==> config.mk <==
export PLATFORM = sky130hd
export DESIGN_NAME = mem_access_ctrl
export DESIGN_NICKNAME = d
export VERILOG_FILES = /design/src/rtl/mem_access_ctrl.sv
export SDC_FILE = /design/constraint.sdc
export NUM_CORES = 1
export LEC_CHECK = 0
export BUFFER_PORTS_ARGS = -buffer_cell sky130_fd_sc_hd__buf_2
export CORE_AREA = 4 4 133 71
export CTS_CLUSTER_DIAMETER = 200
export CTS_CLUSTER_SIZE = 30
export DETAILED_ROUTE_END_ITERATION = 12
export DIE_AREA = 0 0 137 75
export PLACE_DENSITY = 0.84
export SETUP_SLACK_MARGIN = 0.5
export SLEW_MARGIN = 20
export SYNTH_ARGS = -nofsm -noshare
export SYNTH_HDL_FRONTEND = slang
export SYNTH_SLANG_ARGS = --single-unit
==> constraint.sdc <==
create_clock -name clk -period 4.1 [get_ports clk]
set_input_delay 0.82 -clock clk [delete_from_list [all_inputs] [get_ports clk]]
set_output_delay 0.82 -clock clk [all_outputs]
set_load 0.05 [all_outputs]
==> src/rtl/mem_access_ctrl.sv <==
// Memory-stage access controller: turns EX/MEM load/store requests into a held,
// big-endian data-memory request, stalls until completion and latches the read word.
module mem_access_ctrl (
    input  logic        clk,
    input  logic        rst,
    input  logic        MemRead,
    input  logic        MemWrite,
    input  logic [1:0]  MemSize,
    input  logic [31:0] ALUOut,
    input  logic [31:0] StoreData,
    output logic        MemReq,
    output logic [31:0] MemAddr,
    output logic [3:0]  MemWE,
    output logic [31:0] MemWData,
    input  logic        MemReady,
    input  logic [31:0] MemRData,
    output logic [31:0] MemOut,
    output logic        Stall,
    output logic        AccessExc
);

    typedef enum logic [1:0] {
        ST_IDLE = 2'b00,
        ST_BUSY = 2'b01,
        ST_DONE = 2'b10
    } state_t;

    localparam logic [1:0] SZ_BYTE = 2'b00;
    localparam logic [1:0] SZ_HALF = 2'b01;
    localparam logic [1:0] SZ_BAD  = 2'b10;
    localparam logic [1:0] SZ_WORD = 2'b11;

    // Big-endian lane select: byte offset 0 drives bits 31:24 (enable bit 3).
    function automatic logic [3:0] byte_en(input logic [1:0] size, input logic [1:0] lo);
        logic [3:0] be;
        be = 4'b0000;
        case (size)
            SZ_BYTE: begin
                case (lo)
                    2'b00:   be = 4'b1000;
                    2'b01:   be = 4'b0100;
                    2'b10:   be = 4'b0010;
                    2'b11:   be = 4'b0001;
                    default: be = 4'b0000;
                endcase
            end
            SZ_HALF: be = lo[1] ? 4'b0011 : 4'b1100;
            SZ_WORD: be = 4'b1111;
            default: be = 4'b0000;
        endcase
        return be;
    endfunction

    function automatic logic [31:0] store_rep(input logic [1:0] size, input logic [31:0] data);
        logic [31:0] wd;
        wd = 32'h0000_0000;
        case (size)
            SZ_BYTE: wd = {4{data[7:0]}};
            SZ_HALF: wd = {2{data[15:0]}};
            SZ_WORD: wd = data;
            default: wd = 32'h0000_0000;
        endcase
        return wd;
    endfunction

    state_t      state_q, state_d;
    logic        mem_req_q, mem_req_d;
    logic [31:0] mem_addr_q, mem_addr_d;
    logic [3:0]  mem_we_q, mem_we_d;
    logic [31:0] mem_wdata_q, mem_wdata_d;
    logic [31:0] mem_out_q, mem_out_d;
    logic        is_load_q, is_load_d;

    logic        any_op_s;
    logic        req_s;
    logic        illegal_s;
    logic        stall_s;
    logic        exc_s;

    assign any_op_s  = MemRead | MemWrite;
    assign req_s     = MemRead ^ MemWrite;
    assign illegal_s = (MemRead & MemWrite)
                     | (any_op_s & (MemSize == SZ_BAD))
                     | (any_op_s & (MemSize == SZ_HALF) & ALUOut[0])
                     | (any_op_s & (MemSize == SZ_WORD) & (ALUOut[1:0] != 2'b00));

    // Next-state, request capture and stall/exception decode.
    always_comb begin
        state_d     = state_q;
        mem_req_d   = mem_req_q;
        mem_addr_d  = mem_addr_q;
        mem_we_d    = mem_we_q;
        mem_wdata_d = mem_wdata_q;
        mem_out_d   = mem_out_q;
        is_load_d   = is_load_q;
        stall_s     = 1'b0;
        exc_s       = 1'b0;
        case (state_q)
            ST_IDLE: begin
                if (illegal_s) begin
                    exc_s = 1'b1;
                end else if (req_s) begin
                    mem_addr_d  = {ALUOut[31:2], 2'b00};
                    mem_we_d    = MemWrite ? byte_en(MemSize, ALUOut[1:0]) : 4'b0000;
                    mem_wdata_d = store_rep(MemSize, StoreData);
                    is_load_d   = MemRead;
                    mem_req_d   = 1'b1;
                    stall_s     = 1'b1;
                    state_d     = ST_BUSY;
                end else begin
                    state_d = ST_IDLE;
                end
            end
            ST_BUSY: begin
                stall_s = 1'b1;
                if (MemReady) begin
                    if (is_load_q) begin
                        mem_out_d = MemRData;
                    end else begin
                        mem_out_d = mem_out_q;
                    end
                    mem_req_d = 1'b0;
                    mem_we_d  = 4'b0000;
                    state_d   = ST_DONE;
                end else begin
                    state_d = ST_BUSY;
                end
            end
            // The pipeline advances at the end of DONE, so inputs here still show the old instruction.
            ST_DONE: begin
                state_d = ST_IDLE;
            end
            default: begin
                state_d   = ST_IDLE;
                mem_req_d = 1'b0;
                mem_we_d  = 4'b0000;
            end
        endcase
    end

    // State and request registers with synchronous reset.
    always_ff @(posedge clk) begin
        if (rst) begin
            state_q     <= ST_IDLE;
            mem_req_q   <= 1'b0;
            mem_addr_q  <= 32'h0000_0000;
            mem_we_q    <= 4'b0000;
            mem_wdata_q <= 32'h0000_0000;
            mem_out_q   <= 32'h0000_0000;
            is_load_q   <= 1'b0;
        end else begin
            state_q     <= state_d;
            mem_req_q   <= mem_req_d;
            mem_addr_q  <= mem_addr_d;
            mem_we_q    <= mem_we_d;
            mem_wdata_q <= mem_wdata_d;
            mem_out_q   <= mem_out_d;
            is_load_q   <= is_load_d;
        end
    end

    assign MemReq    = mem_req_q;
    assign MemAddr   = mem_addr_q;
    assign MemWE     = mem_we_q;
    assign MemWData  = mem_wdata_q;
    assign MemOut    = mem_out_q;
    assign Stall     = stall_s & ~rst;
    assign AccessExc = exc_s & ~rst;

endmodule

==> results_dict.tcl, run 1 <==
set metrics [dict create \
    cell_area_synth_sq_um 4010 \
    holdCritPathClass "reg -> reg" \
    worst_ir_drop_vdd_mv 0.313 \
    leading_cell_type_in_the_layout_fill_and_taps_excluded "buf_2" \
    dpl.hpwl_mm 8.99 \
    placementRows 24 \
    synth_cell_type_count 30 \
    groute.usage.overall_pct 23.1 \
    final_core_util_pct 63.6 \
    grt_antenna_before_repair 0 \
    hold_violations 0 \
    worst-path-max-fanout 3 \
    clockRootBuffer "clkbuf_16" \
    final.hold.worst_slack_ns 0.451 \
    maxClockFrequency_mhz 300 \
    wl_per_cell_microns 15.5 \
    slew_violations 0 \
    overflow_left_after_global_routing 0 \
    rsz_0062_raised_after_global_routing "false" \
    drt_drc_violations_left 0 \
    report.final.setup_viol 0 \
    period_share_pct 81.4 \
    grt_max_degree 101 \
    path_clk_slew_ns 0.06 \
    layout-drive-gt1-share_pct 34.7 \
    cp-start-kind "primary input" \
    worstPathRequired_ns 3.28 \
    final.setup.tns_ns 0 \
    slew-limit-headroom_pct 25.6 \
    post-place-cells 772 \
    syn_area_per_cell_sq_um 8.18 \
    arrival_ns 2.52 \
    die_width_microns 137 \
    dieArea_sq_um 10300 \
    detail_route.first_pass.iterations 7 \
    timing.setup.critical_path_class "in -> out" \
    cts.repair_timing.setup_buffer_count 0 \
    drt_iter0_markers 326 \
    min_delay_path_depth 2 \
    routed-via-count 4124 \
    portBuffers 203 \
    clock_tree.htree_level_count 3 \
    worstSetupEndpointType "output port" \
    rrSetupSlack_ns 1.85 \
    outcome "complete, no violations" \
    detail-route-antenna-nets 0 \
    dpl_cell_area_sq_um 5000 \
    commonest_cells_after_routing_fill_and_taps_aside "buf_2 (202), nand2_1 (140), dfxtp_1 (102), a21oi_1 (75), nor2_1 (28)" \
    number_of_global_route_vias_before_repair 3873 \
    hold-path-endpoint "MemOut[0]" \
    globalplace.congestion 0.885 \
    n_antenna_cell 0 \
    totalWireLength_mm 12.2 \
    ys_seq_elements 102 \
    cellLeakagePower_nw 2.43 \
    die_height_microns 75 \
    final.setup_skew_ns 0.00579 \
    post_syn_instances 490 \
    post_placement_setup_slack_ns 0.776 \
    holdCritStartpoint "MemOut[0]" \
    yosysWarnings 0 \
    maxCapViolCount 0 \
    clock_latency_ns 0.34 \
    cts-resized-gates 0 \
    crit-reg2reg-launch "state_q[1]" \
    yosysSeqAreaShare_pct 51.0 \
    worst_slew_pin_slew_ns 1.12 \
    area_growth_syn_to_layout_pct 33.4 \
    cts_made_buffers 9 \
    worst-r2r-cell-count 5 \
    floorplan.io_pins 206 \
    initial_utilization_pct 47.7 \
    final_critical_period_ns 3.34 \
    cts_hold_repair.buffers 0 \
    cts_buffer_depth 2 \
    cts_sinks 102 \
    fin_nets 772 \
    final_area_sq_um 5350 \
    reg2reg_to "MemWData[31]" \
    final_cell_count_no_fill 789 \
    total_power_mw 2.48 \
    areal_power_density_over_the_cells_nw_per_um2 463 \
    first_pass_grt_wire_length_mm 18.9 \
    vias_per_cell 5.23 \
    tritoncts "yes" \
    worst_slack_ns 0.761 \
    core_area_sq_um 8410 \
]
## kinds of logic (layout without fill, tap and decap cells)
family	count (synthesis)	in the layout	share of synthesized area (%)
mux	12	12	3.25
fa+ha+maj	2	2	0.624
flops	102	102	51.0
buf+inv	47	228	5.53
other cells	1	2	0.0936
compound gates	106	106	16.5
simple gates	220	220	23.1
## area by class of cell
cell class	count	area, sq um
clock buffers	13	250
repair buffers	206	1050
multi-input cells	342	1770
well taps	117	146
fillers	713	3060
inverters	6	22.5
clock inverters	3	67.6
flip-flops and latches	102	2040
## worst max path at each step
stage                       end  startpoint  cells past startpoint
after detailed placement  Stall     MemRead                      8
final                     Stall     MemRead                      8
after floorplan           Stall     MemRead                      7
after CTS                 Stall     MemRead                      8
after global placement    Stall     MemRead                      8
after global routing      Stall     MemRead                      8
## flip-flops by register name, summed over array words and instances, names as in the netlist
name       count
MemAddr       30
MemReq         1
MemWData      32
state_q        2
MemWE          4
MemOut        32
is_load_q      1
## power by group
group	total, mW	switching (mW)	internal, mW
Combinational	0.504	0.363	0.141
Clock	0.899	0.346	0.552
Sequential	1.08	0.0304	1.04
## worst max-delay path: stages
cell and delay, ns:
buf_2 0.12, inv_1 0.06, ha_1 0.30, or4b_4 0.49, a311oi_4 0.23, nor2_1 0.10
nor3_4 0.11, buf_2 0.29
## cells in the mapped netlist
cell type,instances,area (sq um)
mux2_2,8,90.1
and3_1,1,6.26
or2_2,1,6.26
o21ai_0,2,10.0
inv_1,6,22.5
nand2b_1,9,56.3
o2bb2ai_1,1,8.76
a311o_1,1,10.0
ha_1,2,25.0
nand3_1,9,45.0
a311oi_4,1,26.3
clkbuf_1,29,109
buf_2,3,15.0
or4b_4,1,13.8
a21oi_1,75,375
nor3_1,26,130
conb_1,1,3.75
dfxtp_1,102,2040
buf_6,3,33.8
nand2_1,140,526
and3b_1,1,8.76
buf_1,1,3.75
and4b_1,1,10.0
buf_4,5,37.5
mux2i_1,4,40.0
and2_1,1,6.26
a221oi_1,25,219
nor2_1,28,105
o211a_1,1,10.0
nor2b_1,2,12.5
## layer usage
metal	global-route usage [%]	vias up	wire length (microns)
li1	-	2005	-
met1	30.3	1890	5060
met2	36.3	212	5560
met3	9.08	17	1420
met4	6.08	0	154
met5	0	-	0
Power figures use the tool's default switching activity.
==> run 2: changes to the inputs <==
--- a/config.mk
+++ b/config.mk
@@ -5,13 +5,14 @@
 export SDC_FILE = /design/constraint.sdc
 export NUM_CORES = 1
 export LEC_CHECK = 0
+export ABC_AREA = 1
 export BUFFER_PORTS_ARGS = -buffer_cell sky130_fd_sc_hd__buf_2
-export CORE_AREA = 4 4 133 71
+export CORE_AREA = 4 4 145 77
 export CTS_CLUSTER_DIAMETER = 200
 export CTS_CLUSTER_SIZE = 30
 export DETAILED_ROUTE_END_ITERATION = 12
-export DIE_AREA = 0 0 137 75
-export PLACE_DENSITY = 0.84
+export DIE_AREA = 0 0 149 81
+export PLACE_DENSITY = 0.78
 export SETUP_SLACK_MARGIN = 0.5
 export SLEW_MARGIN = 20
 export SYNTH_ARGS = -nofsm -noshare
==> constraint.sdc (replaced) <==
create_clock -name clk -period 3.3 [get_ports clk]
set_input_delay 0.66 -clock clk [delete_from_list [all_inputs] [get_ports clk]]
set_output_delay 0.66 -clock clk [all_outputs]
set_load 0.05 [all_outputs]
==> results_dict.tcl, run 2 <==
set metrics [dict create \
    drt_iter0_markers 382 \
    areal_power_density_over_the_cells_nw_per_um2 560 \
    synthMostInstantiatedCell "nand2_1" \
    clock_latency_ns 0.34 \
    initial_utilization_pct 46.0 \
    final_cell_count_no_fill 955 \
    first_pass_grt_wire_length_mm 21.4 \
    slew_violations 0 \
    layout-drive-gt1-share_pct 29.6 \
    worst_slew_pin_slew_ns 0.933 \
    slew-limit-headroom_pct 37.7 \
    final_core_util_pct 59.1 \
    fin_nets 916 \
    rrSetupSlack_ns 1.41 \
    synth_cell_type_count 26 \
    grt_max_degree 64 \
    synth_enable_flop_cells 0 \
    vias_per_cell 4.96 \
    postSynth.asyncResetShare_pct 0 \
    clock_tree.htree_level_count 3 \
    n_antenna_cell 0 \
    worst-path-max-fanout 18 \
    die_width_microns 149 \
    netlist.top_cell.by_area "dfxtp_1" \
    crit-reg2reg-launch "state_q[0]" \
    wl_per_cell_microns 14.2 \
    cts.repair_timing.setup_buffer_count 0 \
    cell_area_synth_sq_um 4580 \
    cts_made_buffers 9 \
    pwr-share-clk_pct 33.9 \
    rsz_0062_raised_after_global_routing "false" \
    power.share.combinational_pct 25.2 \
    final.setup.tns_ns 0 \
    clockRootBuffer "clkbuf_16" \
    timing.setup.critical_path_class "in -> out" \
    floorplan.io_pins 206 \
    yosys_most_used_dff "dfxtp_1" \
    yosysSeqAreaShare_pct 44.6 \
    commonest_cells_after_routing_fill_and_taps_aside "buf_2 (201), nand2_1 (142), nor2_1 (114), dfxtp_1 (102), nand4_1 (55)" \
    final_critical_period_ns 2.64 \
    post-place-cells 940 \
    total_power_mw 3.29 \
    placementRows 26 \
    outcome "complete, no violations" \
    holdCritPathClass "reg -> reg" \
    intPower_mw 2.20 \
    final.hold.worst_slack_ns 0.457 \
    dieArea_sq_um 12100 \
    netlist_top_cells_area "dfxtp_1 (45%), nand2_1 (12%), nor2_1 (9.4%)" \
    yosys.area.top_type_share_pct 44.6 \
    core_area_sq_um 9950 \
    yosysWarnings 0 \
    totalWireLength_mm 13.5 \
    maxClockFrequency_mhz 379 \
    worst_ir_drop_vdd_mv 0.284 \
    worst_path_most_repeated_cell "nand3_4" \
    overflow_left_after_global_routing 0 \
    critical-path-slowest-cell "buf_2" \
    post_syn_instances 638 \
    area_growth_syn_to_layout_pct 28.3 \
    path_clk_slew_ns 0.06 \
    fill_cells 943 \
    groute.usage.overall_pct 21.9 \
    p_seq_share_pct 41.0 \
    worstSetupEndpointType "output port" \
    cp-start-kind "primary input" \
    detail-route-antenna-nets 0 \
    cts_sinks 102 \
    total_switching_power_mw 1.10 \
    drt_drc_violations_left 0 \
    reg2reg_to "MemOut[31]" \
    synthTopCellsByCount "nand2_1 (142), nor2_1 (115), dfxtp_1 (102)" \
    grt_antenna_before_repair 0 \
    dpl.hpwl_mm 9.77 \
    maxCapViolCount 0 \
    cell_breakdown_of_the_critical_path "buf_2 -> nand2_2 -> inv_4 -> nand3_4 -> nand3_4 -> nand2_4 -> nor2_2 -> buf_4" \
    final.setup_skew_ns 0.00844 \
    worstPathRequired_ns 2.64 \
    syn_area_per_cell_sq_um 7.18 \
    hold_violations 0 \
    period_share_pct 79.9 \
    hold-path-endpoint "MemAddr[10]" \
    routed-via-count 4737 \
    leading_cell_type_in_the_layout_fill_and_taps_excluded "buf_2" \
    cpPeakStageDelay_ns 0.31 \
    detail_route.first_pass.iterations 5 \
    min_delay_path_depth 2 \
    worst-r2r-cell-count 7 \
    cellLeakagePower_nw 2.92 \
    globalplace.congestion 0.871 \
    report.final.setup_viol 0 \
    tritoncts "yes" \
    arrival_ns 1.98 \
    number_of_global_route_vias_before_repair 4212 \
    portBuffers 203 \
    netSwitchingFraction_pct 33.3 \
    ys_seq_elements 102 \
    holdCritStartpoint "MemAddr[10]" \
    die_height_microns 81 \
    cts_buffer_depth 2 \
]
==> run 2: cell count changes after synthesis, sizes merged, moves of 8 or more <==
cell    before  now
a21oi       75   53
clkbuf      29   14
nand4        0   55
inv          6   47
mux2         8    0
a221oi      25    0
nor2        28  117
nor3b        0    8
nand2b       9    0
o21ai        2   44
buf         12   36
nor3        26    1
==> run 2: what timing repair did <==
item,4_1_cts,5_1_grt
hold buffers,0,0
resized for setup,0,4
setup endpoints to repair,0,1
==> run 2: power groups by stage <==
stage	Clock (mW)	Sequential, mW	Combinational [mW]
5_1_grt	1.21	1.36	0.899
2_1_floorplan	0	1.64	0.358
3_5_place_dp	0	1.38	0.822
4_1_cts	1.15	1.35	0.825
3_3_place_gp	0	1.37	0.820
6_report	1.11	1.35	0.829
==> run 2: how the worst max path moves through the flow <==
stage | start | to | slack (ns) | cells after the start
2_1_floorplan | MemRead | Stall | 0.59 | 9
3_3_place_gp | MemRead | AccessExc | 0.54 | 11
3_5_place_dp | MemRead | AccessExc | 0.52 | 11
4_1_cts | MemRead | AccessExc | 0.52 | 11
5_1_grt | MemRead | AccessExc | 0.51 | 11
6_report | MemSize[1] | AccessExc | 0.66 | 8
==> run 2: critical path: cells and delay by family <==
kind	cells	cell delay [ns]
buf+inv	3	0.68
simple gates	5	0.63
==> run 2: metal layers <==
| metal | routed length, microns | track usage, % | up-vias |
|---|---|---|---|
| met4 | 174 | 5.39 | 0 |
| met3 | 1630 | 8.03 | 15 |
| li1 | - | - | 2408 |
| met1 | 6250 | 31.4 | 2098 |
| met5 | 0 | 0 | - |
| met2 | 5500 | 31.2 | 216 |
==> run 2: cells by family after synthesis <==
logic type | synth area share (%)
AOI/OAI and AO/OA | 10.9
adders and majority gates | 0.546
buffers and inverters | 10.4
DFF | 44.6
other | 0.0818
and+or+nand+nor | 33.5
==> run 2: metrics by stage <==
stage               worst slack [ns]  cell area [sq um]
floorplan                      0.594               4590
global placement               0.544               5560
detailed placement             0.520               5560
CTS                            0.516               5870
global route                   0.514               5880
finish                         0.662               5880
==> run 2: layout make-up <==
cell class / count / area (sq um) / share of cell area, %
inverters: 47 / 179 / 3.04
clock inverters: 5 / 83.8 / 1.43
clock buffers: 10 / 229 / 3.89
multi-input cells: 440 / 2080 / 35.3
well taps: 140 / 175 / 2.98
repair buffers: 211 / 1090 / 18.6
flip-flops and latches: 102 / 2040 / 34.7
==> run 3: changes to the inputs <==
==> constraint.sdc (replaced) <==
create_clock -name clk -period 2.5 [get_ports clk]
set_input_delay 0.5 -clock clk [delete_from_list [all_inputs] [get_ports clk]]
set_output_delay 0.5 -clock clk [all_outputs]
set_load 0.05 [all_outputs]
==> results_dict.tcl, run 3 (synthesis gave the netlist of run 2 again) <==
set metrics [dict create \
    wl_per_cell_microns 14.4 \
    power.share.combinational_pct 26.0 \
    placementRows 26 \
    gate_family_responsible_for_the_most_delay_along_the_worst_path "buffers and inverters" \
    area_growth_syn_to_layout_pct 31.6 \
    p_seq_share_pct 41.1 \
    reg2reg_to "MemWData[7]" \
    cpPeakStageDelay_ns 0.16 \
    post_placement_setup_slack_ns 0.240 \
    total_power_mw 4.34 \
    totalWireLength_mm 13.8 \
    intPower_mw 2.84 \
    crit-reg2reg-launch "state_q[1]" \
    dieArea_sq_um 12100 \
    drt_drc_violations_left 0 \
    cts_sinks 102 \
    clock_tree.htree_level_count 3 \
    cts_buffer_depth 2 \
    vias_per_cell 4.91 \
    floorplan.io_pins 206 \
    die_width_microns 149 \
    layout-drive-gt1-share_pct 30.9 \
    areal_power_density_over_the_cells_nw_per_um2 720 \
    pwr-share-clk_pct 32.9 \
    rsz_0062_raised_after_global_routing "true" \
    grt_antenna_before_repair 0 \
    timing.setup.critical_path_class "in -> out" \
    path_clk_slew_ns 0.07 \
    portBuffers 203 \
    worst-r2r-cell-count 7 \
    overflow_left_after_global_routing 0 \
    cellLeakagePower_nw 2.98 \
    outcome "complete, no violations" \
    worst_path_most_repeated_cell "nand3_4" \
    arrival_ns 1.50 \
    globalplace.congestion 0.896 \
    worst_slew_pin_slew_ns 0.600 \
    worstPathRequired_ns 2.00 \
    cts_made_buffers 9 \
    wp_buf_inv 5 \
    report.final.setup_viol 0 \
    dpl.hpwl_mm 10.0 \
    final_critical_period_ns 2.00 \
    grt_max_degree 64 \
    initial_utilization_pct 46.0 \
    worstSetupEndpointType "output port" \
    number_of_global_route_vias_before_repair 4197 \
    cell_breakdown_of_the_critical_path "buf_8 -> inv_12 -> ha_4 -> inv_4 -> buf_4 -> nand3_4 -> nand3_4 -> nand2_2 -> nor2_4 -> buf_6" \
    hold-path-endpoint "MemOut[1]" \
    clockRootBuffer "clkbuf_16" \
    min_delay_path_depth 3 \
    final.setup_skew_ns 0.00768 \
    worst_slack_ns 0.499 \
    fin_nets 923 \
    core_area_sq_um 9950 \
    netSwitchingFraction_pct 34.5 \
    final.setup.tns_ns 0 \
    critical-path-slowest-cell "buf_6" \
    slew_violations 0 \
    final_cell_count_no_fill 963 \
    maxCapViolCount 0 \
    hold_violations 0 \
    groute.usage.overall_pct 22.0 \
    post-place-cells 944 \
    rrSetupSlack_ns 0.85 \
    routed-via-count 4732 \
    cp-start-kind "primary input" \
    worst-path-max-fanout 3 \
    worst_ir_drop_vdd_mv 0.346 \
    period_share_pct 80.1 \
    die_height_microns 81 \
    slew-limit-headroom_pct 60.0 \
    holdCritStartpoint "MemRData[1]" \
    commonest_cells_after_routing_fill_and_taps_aside "buf_2 (197), nand2_1 (141), nor2_1 (114), dfxtp_1 (102), nand4_1 (55)" \
    maxClockFrequency_mhz 500 \
    leading_cell_type_in_the_layout_fill_and_taps_excluded "buf_2" \
    tritoncts "yes" \
    detail_route.first_pass.iterations 6 \
    detail-route-antenna-nets 0 \
    holdCritPathClass "in -> reg" \
    clock_latency_ns 0.34 \
    drt_iter0_markers 293 \
    total_switching_power_mw 1.50 \
    cts_hold_repair.buffers 0 \
    first_pass_grt_wire_length_mm 21.4 \
    n_antenna_cell 0 \
]
[run 3: changes by cell type in the layout (fill, tap and decap cells not counted), moves of 2 or more]
cell | before | now
nand2_2 | 1 | 3
buf_2 | 201 | 197
buf_12 | 1 | 3
inv_1 | 43 | 41
buf_4 | 9 | 15
inv_4 | 1 | 3
inv_8 | 0 | 2
buf_8 | 0 | 2
inv_2 | 3 | 1
[run 3: per-stage QoR]
| stage | utilization [%] | hold slack, ns | instance area [sq um] |
|---|---|---|---|
| after floorplan | - | 0.440 | 4650 |
| after detailed placement | 56.9 | 0.449 | 5670 |
| after global routing | 60.6 | 0.409 | 6030 |
| final | 60.6 | 0.405 | 6030 |
| after CTS | 60.6 | 0.395 | 6030 |
| after global placement | 56.9 | 0.448 | 5670 |
[run 3: final cells by class]
cell class / count / area, sq um
inverters: 47 / 201
clock inverters: 6 / 77.6
multi-input cells: 440 / 2100
well taps: 140 / 175
clock buffers: 10 / 229
fillers: 955 / 3930
flip-flops and latches: 102 / 2040
repair buffers: 218 / 1200
[run 3: worst max path at each step]
stage               startpoint        end  slack (ns)  depth (start not counted)
floorplan             MemWrite      Stall        0.41                          9
global placement      MemWrite  AccessExc        0.27                         11
detailed placement    MemWrite  AccessExc        0.24                         11
CTS                    MemRead      Stall        0.49                         10
global route           MemRead      Stall        0.44                         10
finish                MemWrite  AccessExc        0.50                         10
[run 3: worst min-delay path, stage by stage]
cell	delay (ns)
buf_2	0.07
o21ai_0	0.07
nor2_1	0.08
[run 3: what timing repair did]
| action | 4_1_cts | 5_1_grt |
|---|---|---|
| endpoints found under the setup margin | 2 | 2 |
| buffers inserted | 3 | 0 |
| gates cloned | 0 | 0 |
| pin swaps | 5 | 0 |
| gates resized for setup | 11 | 0 |
[run 3: routing by layer]
metal  routed length, microns  track usage, %
met5                        0               0
met4                       83            3.38
met3                     1390            7.69
met2                     5900            33.3
met1                     6480            30.9
[run 3: power groups by stage]
stage / logic [mW] / clock network [mW] / registers [mW]
after CTS: 1.13 / 1.47 / 1.78
final: 1.13 / 1.43 / 1.78
after global routing: 1.22 / 1.54 / 1.80
after floorplan: 0.485 / 0 / 2.17
after detailed placement: 1.11 / 0 / 1.82
after global placement: 1.11 / 0 / 1.82
